File: src/rtl/t5_hsch.sv
// Four-hart barrel scheduler: round-robin fetch arbitration, writeback
// tagging through a PDEP-deep pipe, and a power-on register-file zero sweep.
module t5_hsch #(
  parameter int XLEN = 32,
  parameter int PDEP = 3
) (
  input  logic            sclk,
  input  logic            srstn,
  input  logic [3:0]      hena,
  input  logic [3:0]      hwait,
  input  logic            wb_wre,
  input  logic [4:0]      wb_a,
  input  logic [XLEN-1:0] wb_d,
  output logic [1:0]      fhart,
  output logic            fvld,
  output logic [1:0]      mhart,
  output logic [4:0]      rd0a,
  output logic [XLEN-1:0] rd0d,
  output logic            mwre,
  output logic            busy
);

  typedef enum logic {INIT, RUN} state_t;

  state_t     state, state_nx;
  logic [6:0] cnt;
  logic       done;
  logic [1:0] ptr;
  logic [2:0] sr [PDEP];
  logic [3:0] elig;
  logic       gnt_v;
  logic [1:0] gnt_h;
  logic       tag_v;
  logic [1:0] tag_h;

  assign elig = hena & ~hwait;
  assign {tag_v, tag_h} = sr[PDEP-1];

  always_ff @(posedge sclk or negedge srstn) begin
    if (!srstn) state <= INIT;
    else        state <= state_nx;
  end

  always_comb begin
    state_nx = state;
    if (state == INIT && done) state_nx = RUN;
  end

  // Search ptr+1 .. ptr+4 (wraps to ptr itself last).
  always_comb begin
    gnt_v = 1'b0;
    gnt_h = ptr;
    for (int k = 1; k <= 4; k++) begin
      if (!gnt_v && elig[ptr + 2'(k)]) begin
        gnt_v = 1'b1;
        gnt_h = ptr + 2'(k);
      end
    end
  end

  always_ff @(posedge sclk or negedge srstn) begin
    if (!srstn) begin
      cnt   <= '0;
      done  <= 1'b0;
      ptr   <= 2'd3;
      fhart <= '0;
      fvld  <= 1'b0;
      mhart <= '0;
      rd0a  <= '0;
      rd0d  <= '0;
      mwre  <= 1'b0;
      busy  <= 1'b1;
      for (int k = 0; k < PDEP; k++) sr[k] <= '0;
    end else begin
      sr[0] <= {fvld, fhart};
      for (int k = 1; k < PDEP; k++) sr[k] <= sr[k-1];
      unique case (state)
        INIT: begin
          fvld <= 1'b0;
          if (done) begin
            busy <= 1'b0;
            mwre <= 1'b0;
          end else begin
            mwre  <= 1'b1;
            mhart <= cnt[6:5];
            rd0a  <= cnt[4:0];
            rd0d  <= '0;
            cnt   <= cnt + 7'd1;
            done  <= (cnt == 7'd127);
          end
        end
        RUN: begin
          fvld <= gnt_v;
          if (gnt_v) begin
            fhart <= gnt_h;
            ptr   <= gnt_h;
          end
          // x0 is hard-wired zero, so its writes never reach the file.
          mwre  <= wb_wre & tag_v & (wb_a != 5'd0);
          mhart <= tag_h;
          rd0a  <= wb_a;
          rd0d  <= wb_d;
        end
      endcase
    end
  end

endmodule

File: config.mk
export PLATFORM = sky130hd
export DESIGN_NAME = t5_hsch
export DESIGN_NICKNAME = d
export VERILOG_FILES = /design/src/rtl/t5_hsch.sv
export SDC_FILE = /design/constraint.sdc
export NUM_CORES = 1
export LEC_CHECK = 0
export CELL_PAD_IN_SITES_DETAIL_PLACEMENT = 1
export CELL_PAD_IN_SITES_GLOBAL_PLACEMENT = 1
export CORE_MARGIN = 5
export CORE_UTILIZATION = 33
export CTS_CLUSTER_SIZE = 14
export DETAILED_ROUTE_END_ITERATION = 10
export PLACE_DENSITY = 0.76
export SYNTH_ARGS = -nofsm -noshare
export SYNTH_HDL_FRONTEND = slang
export SYNTH_SLANG_ARGS = --single-unit
File: constraint.sdc
create_clock -name sclk -period 3.15 [get_ports sclk]
set_input_delay 0.7875 -clock sclk [delete_from_list [all_inputs] [get_ports sclk]]
set_output_delay 0.7875 -clock sclk [all_outputs]
set_load 0.02 [all_outputs]
After elaboration in Yosys (flattened, before gate mapping)
Index checks and enable logic that the tools add are counted.
{ "classes": {"reduce_logical": 11, "order_cmp": 4, "n_eq_ne": 2, "n_bitwise": 6, "addsub": 4, "muxes": 26} }
{ "op_table": {"columns": ["op", "n"], "rows": [
  ["$pmux W32 S2", 1],
  ["$mux W32", 1],
  ["$lt A2 B3 Y1 const B", 4],
  ["$mux W1", 10],
  ["$mux W2", 5],
  ["$pmux W5 S2", 1],
  ["$bmux W1 S2", 4],
  ["$add A7 B1 Y7 const B", 1],
  ["$eq A7 B7 Y1 const B", 1],
  ["$reduce_and A2 Y1", 3],
  ["$mux W5", 1],
  ["$reduce_bool A5 Y1", 1],
  ["$add A2 B2 Y2 const B", 2],
  ["$and A4 B4 Y4", 1],
  ["$logic_and A1 B1 Y1", 4],
  ["$not A4 Y4", 1],
  ["$pmux W1 S2", 2],
  ["$pmux W2 S2", 1],
  ["$logic_not A1 Y1", 3],
  ["$add A2 B1 Y2 const B", 1],
  ["$and A1 B1 Y1", 2],
  ["$ne A2 B2 Y1 const B", 1],
  ["$not A1 Y1", 2]
]} }
{ "word_totals": {"ff_bits": 64} }

Longest topological paths before layout
{ "logic_depth": {"depth_word": 15, "ltp_mapped": 5} }

Worst setup path before layout
No wires, ideal clock.
{ "synth_path": {"path_kind": "input-to-reg", "from": "input port hena[2]", "to": "register ptr[0]", "required_ns": 3.077, "setup_ns": 0.073, "slack_ns": 1.458, "arrival_ns": 1.619, "stages": 4, "path_cell_list": "nor2b_1 > o41a_1 > o311a_1 > a21oi_1"} }
{ "synth_between": {"elab_chain_cells": 14, "word_cells_on_any_way": 24, "classes_between": "16 x mux; 1 x bitwise; 7 x reduce/logical"} }
{ "synth_lines": {"columns": ["item", "line", "rtl"], "rows": [
  ["from (decl)", "9", "input logic [3:0] hena,"],
  ["$and A4 B4 Y4 (*)", "36", "assign elig = hena & ~hwait;"],
  ["$bmux W1 S2", "54", "if (!gnt_v && elig[ptr + 2'(k)]) begin"],
  ["$mux W1 (implied by the code)", "54", null],
  ["$mux W1", "54", null],
  ["$logic_not A1 Y1", "54", null],
  ["$logic_and A1 B1 Y1", "54", null],
  ["$mux W1", "54", null],
  ["$logic_not A1 Y1", "54", null],
  ["$logic_and A1 B1 Y1", "54", null],
  ["$mux W1", "54", null],
  ["$logic_not A1 Y1", "54", null],
  ["$logic_and A1 B1 Y1", "54", null],
  ["$mux W1", "54", null],
  ["$reduce_and A2 Y1 (no source line)", null, null],
  ["to (signal assigned)", "96", "ptr <= gnt_h;"],
  ["to (decl)", "28", "logic [1:0] ptr;"]
]} }
Mark *: on every way between the ends. The rest lies on a longest branch, timed or not. The select of a mux whose other input is x is not followed.
A chain may end at the register's enable or synchronous reset.

Worst setup path after layout
{ "layout_path": {"from": "register busy", "to": "output port busy"} }
{ "layout_lines": {"columns": ["item", "line", "rtl"], "rows": [
  ["from (decl)", "20", "output logic busy"],
  ["from (signal assigned)", "72", "busy <= 1'b1;"],
  ["from (signal assigned)", "81", "busy <= 1'b0;"]
]} }
No word-level cell between the ends.

==> implementation parameters <==
Parameter                              Value

Outcome
  Result of the run    finished, final reports clean

Timing
  Setup skew after layout    between 0.007 and 0.008 ns
  Min Clock Period, post-route    between 2 and 2.5 ns
  RSZ-0062 raised after global routing    false
  Count of final hold-check violations    0
  Worst Hold Slack    0.353 ns
  Number of slew-limit violations in the final report    0
  Setup violations, final    0
  Post-route setup slack    roughly 0.9 ns
  Share of the clock period used by the worst path after layout    about 72%
  Actual transition at the worst max-transition pin    0.941 ns
  Achievable clock frequency    approximately 0.44 GHz
  Setup TNS Final    0 ns
  Max_slew headroom    37.3%

Worst setup path
  Critical R2R Capture    fhart[0]
  Critical Path, Cell by Cell    clkdlybuf4s50_1
  Count of buffer and inverter cells on the critical path    1
  Endpoint kind of the worst setup timing path    output pin
  Minimum setup slack among reg-to-reg paths    between 1 and 1.5 ns
  Reg2Reg Launch Point    state
  CP max stage delay    slightly above 0.6 ns
  Path type of the worst setup path    flop to output pin
  Crit path launch type    flop
  Largest delay contributor family on the critical path    buffers and inverters
  Required @ worst endpoint    2.36 ns
  Slowest cell on the critical path    sky130_fd_sc_hd__clkdlybuf4s50_1
  Worst Path Max Fanout    2
  Crit path DAT    between 1 and 1.5 ns
  Worst reg2reg path depth    3

Hold path
  Kind of path behind the tightest hold check    input pin to async pin

Clock tree
  Maximum root-to-sink buffer count    2
  Resized Gates After CTS    0
  Number of sinks handled by clock tree synthesis    64
  TritonCTS clock tree    yes
  Num CTS Buffers    9
  Clock-pin slew reported for the worst setup and hold paths after clock tree synthesis    around 0.07 ns
  Total setup buffers inserted after CTS    0
  Number of levels the H-tree was split into    3
  CTS root buffer    sky130_fd_sc_hd__clkbuf_8
  Worst skew pair latency    0.33 ns
  Cts-stage hold buffer count    0

Drt
  DRC marker count from the first detailed-route iteration    43
  Total number of vias    about 1800
  1st-pass router iterations    4
  DRC violation count after routing    0
  Count of nets left with antenna violations after detail routing    0
  Sum of routed wire length over all layers    6330 um
  Vias per Instance    about 4.9
  Average routed wire per standard cell    around 17 um

Die
  Top-Level Pins    a little over 90
  Die Span Y    95.7 um
  Initial Util    between 30% and 40%
  Die Footprint    between 9000 and 10000 um^2
  Core Footprint    ~7000 um^2
  Floorplan row count    31
  Die W    95.7 um

Pwr
  Worst-case vdd ir drop    ~0.21 mV
  Total power consumption of the routed design    about 1.8 mW
  Cell Pwr Density    between 400 and 500 nW/um^2
  Static leakage power    1.58 nW

Cells and area
  Final Cell Area    between 3000 and 4000 um^2
  Count of nets after finishing    325
  Synthesis-to-layout area growth    51.5%
  Number of antenna diodes    0
  Share of final-layout standard cells stronger than drive strength 1    10.3%

Global route
  Antenna violations before repair    0
  Total grt overflow    0
  Global router's overall resource usage    14.5%
  Pin count of the biggest net entering global routing    54
  Number of global-route vias before repair    approximately 2000
  Global-route wire length before repair    10100 um

Logic synthesis
  Cell count after synthesis    approximately 180
  Total standard cell area after synthesis    around 2400 um^2
  Mean Syn Cell Area    13.4 um^2
  Portion of the post-synthesis area used by sequential elements    between 60% and 70%
  Post-Syn Nets    230
  Unique cell type count in the Yosys netlist    33
  Flip-flop and latch count after synthesis    64
  Warnings, synthesis    0

Placement
  Count of input and output buffers    91
  Post-placement cell area    3430 um^2
  Placed wire-length estimate after detailed placement    4470 um
  DP Worst Slack    0.914 ns
  Global placement routability congestion    approximately 0.8

Job
  Number of max-capacitance violations reported    0
## cells by family after synthesis
logic type	count (synthesis)	synth area share (%)
mux	9	3.77
xor+xnor	6	2.17
compound gates	51	16.5
simple gates	38	8.47
buf+inv	12	2.37
fa+ha+maj	1	0.516
flops	64	66.2
## report_power, final
part | internal [mW] | switching, mW | total (mW)
Combinational | 0.0574 | 0.0328 | 0.0902
Sequential | 0.822 | 0 | 0.822
Clock | 0.548 | 0.306 | 0.854
## cell usage in the layout, fill, tap and decap left out, drive strengths merged, types with 2 or more instances in the layout
cell type,count
nand2b,2
xnor2,3
xor2,3
mux2i,8
a21oi,5
buf,4
clkinv,2
bufinv,3
nor2,10
clkdlybuf4s50,90
nand4,5
a22o,32
clkbuf,11
nor2b,4
dfstp,3
nand2,13
o21ai,8
dfrtp,61
inv,2
## per-layer routing
layer	part of all wire, %	routed length [um]	global-route usage (%)
met1	43	2720	18.4
met2	50	3160	23.2
met3	4.9	311	3.36
met4	2.1	133	7.58
met5	0	0	0
## stage by stage
step / instances / util, %
3_3_place_gp: 364 / 47.5
2_1_floorplan: 181 / -
3_5_place_dp: 364 / 47.5
4_1_cts: 380 / 50.9
6_report: 380 / 50.9
5_1_grt: 380 / 50.9
## flip-flops by register name, summed over array words and instances (netlist names)
name   cells
rd0a       5
mwre       1
cnt        7
sr         9
rd0d      32
done       1
mhart      2
ptr        2
state      1
fhart      2
busy       1
fvld       1
## layout make-up
cell class                      instances  area, um^2
Inverter                                2        7.51
Timing Repair Buffer                   94         928
Clock buffer                           11         141
Sequential cell                        64        1610
Fill cell                             764        3540
Tap cell                               99         124
Multi-Input combinational cell        105         761
Clock inverter                          5         104
## worst max path at each step
stage,startpoint,end,slack (ns),depth (start not counted)
after floorplan,hena[2],ptr[0],1.46,4
after global placement,hwait[0],ptr[0],0.97,5
after detailed placement,hwait[0],fhart[0],0.91,5
after CTS,busy,busy,0.86,1
after global routing,busy,busy,0.85,1
final,busy,busy,0.90,1
## cell usage after synthesis
master                      count  area share (%)
sky130_fd_sc_hd__nand4_1        5             1.3
sky130_fd_sc_hd__nand2_1       13             2.0
sky130_fd_sc_hd__o31ai_1        1            0.31
sky130_fd_sc_hd__clkbuf_1       5            0.77
sky130_fd_sc_hd__a21oi_1        5             1.0
sky130_fd_sc_hd__nand2b_1       2            0.52
sky130_fd_sc_hd__buf_6          1            0.46
sky130_fd_sc_hd__nor2_1         8             1.2
sky130_fd_sc_hd__o21ai_0        7             1.4
sky130_fd_sc_hd__nor3b_1        1            0.31
sky130_fd_sc_hd__mux2i_1        8             3.3
sky130_fd_sc_hd__a22o_1        32              12
sky130_fd_sc_hd__mux2_2         1            0.46
sky130_fd_sc_hd__or2b_1         1            0.31
sky130_fd_sc_hd__inv_2          1            0.15
sky130_fd_sc_hd__or4_1          1            0.31
sky130_fd_sc_hd__o21ai_1        1            0.21
sky130_fd_sc_hd__nor2_2         2            0.52
sky130_fd_sc_hd__inv_1          1            0.15
sky130_fd_sc_hd__buf_2          4            0.83
sky130_fd_sc_hd__o2111ai_1      1            0.36
sky130_fd_sc_hd__o22ai_1        1            0.26
sky130_fd_sc_hd__o311a_1        1            0.41
sky130_fd_sc_hd__xor2_1         3             1.1
sky130_fd_sc_hd__nor2b_1        2            0.52
sky130_fd_sc_hd__o41a_1         1            0.46
sky130_fd_sc_hd__xnor2_1        3             1.1
sky130_fd_sc_hd__dfstp_2        3             3.3
sky130_fd_sc_hd__and2b_1        1            0.31
sky130_fd_sc_hd__o211a_1        1            0.41
sky130_fd_sc_hd__ha_1           1            0.52
sky130_fd_sc_hd__dfrtp_1       61              63
sky130_fd_sc_hd__nor2b_4        2             1.1
(Power assumes the default switching activity.)
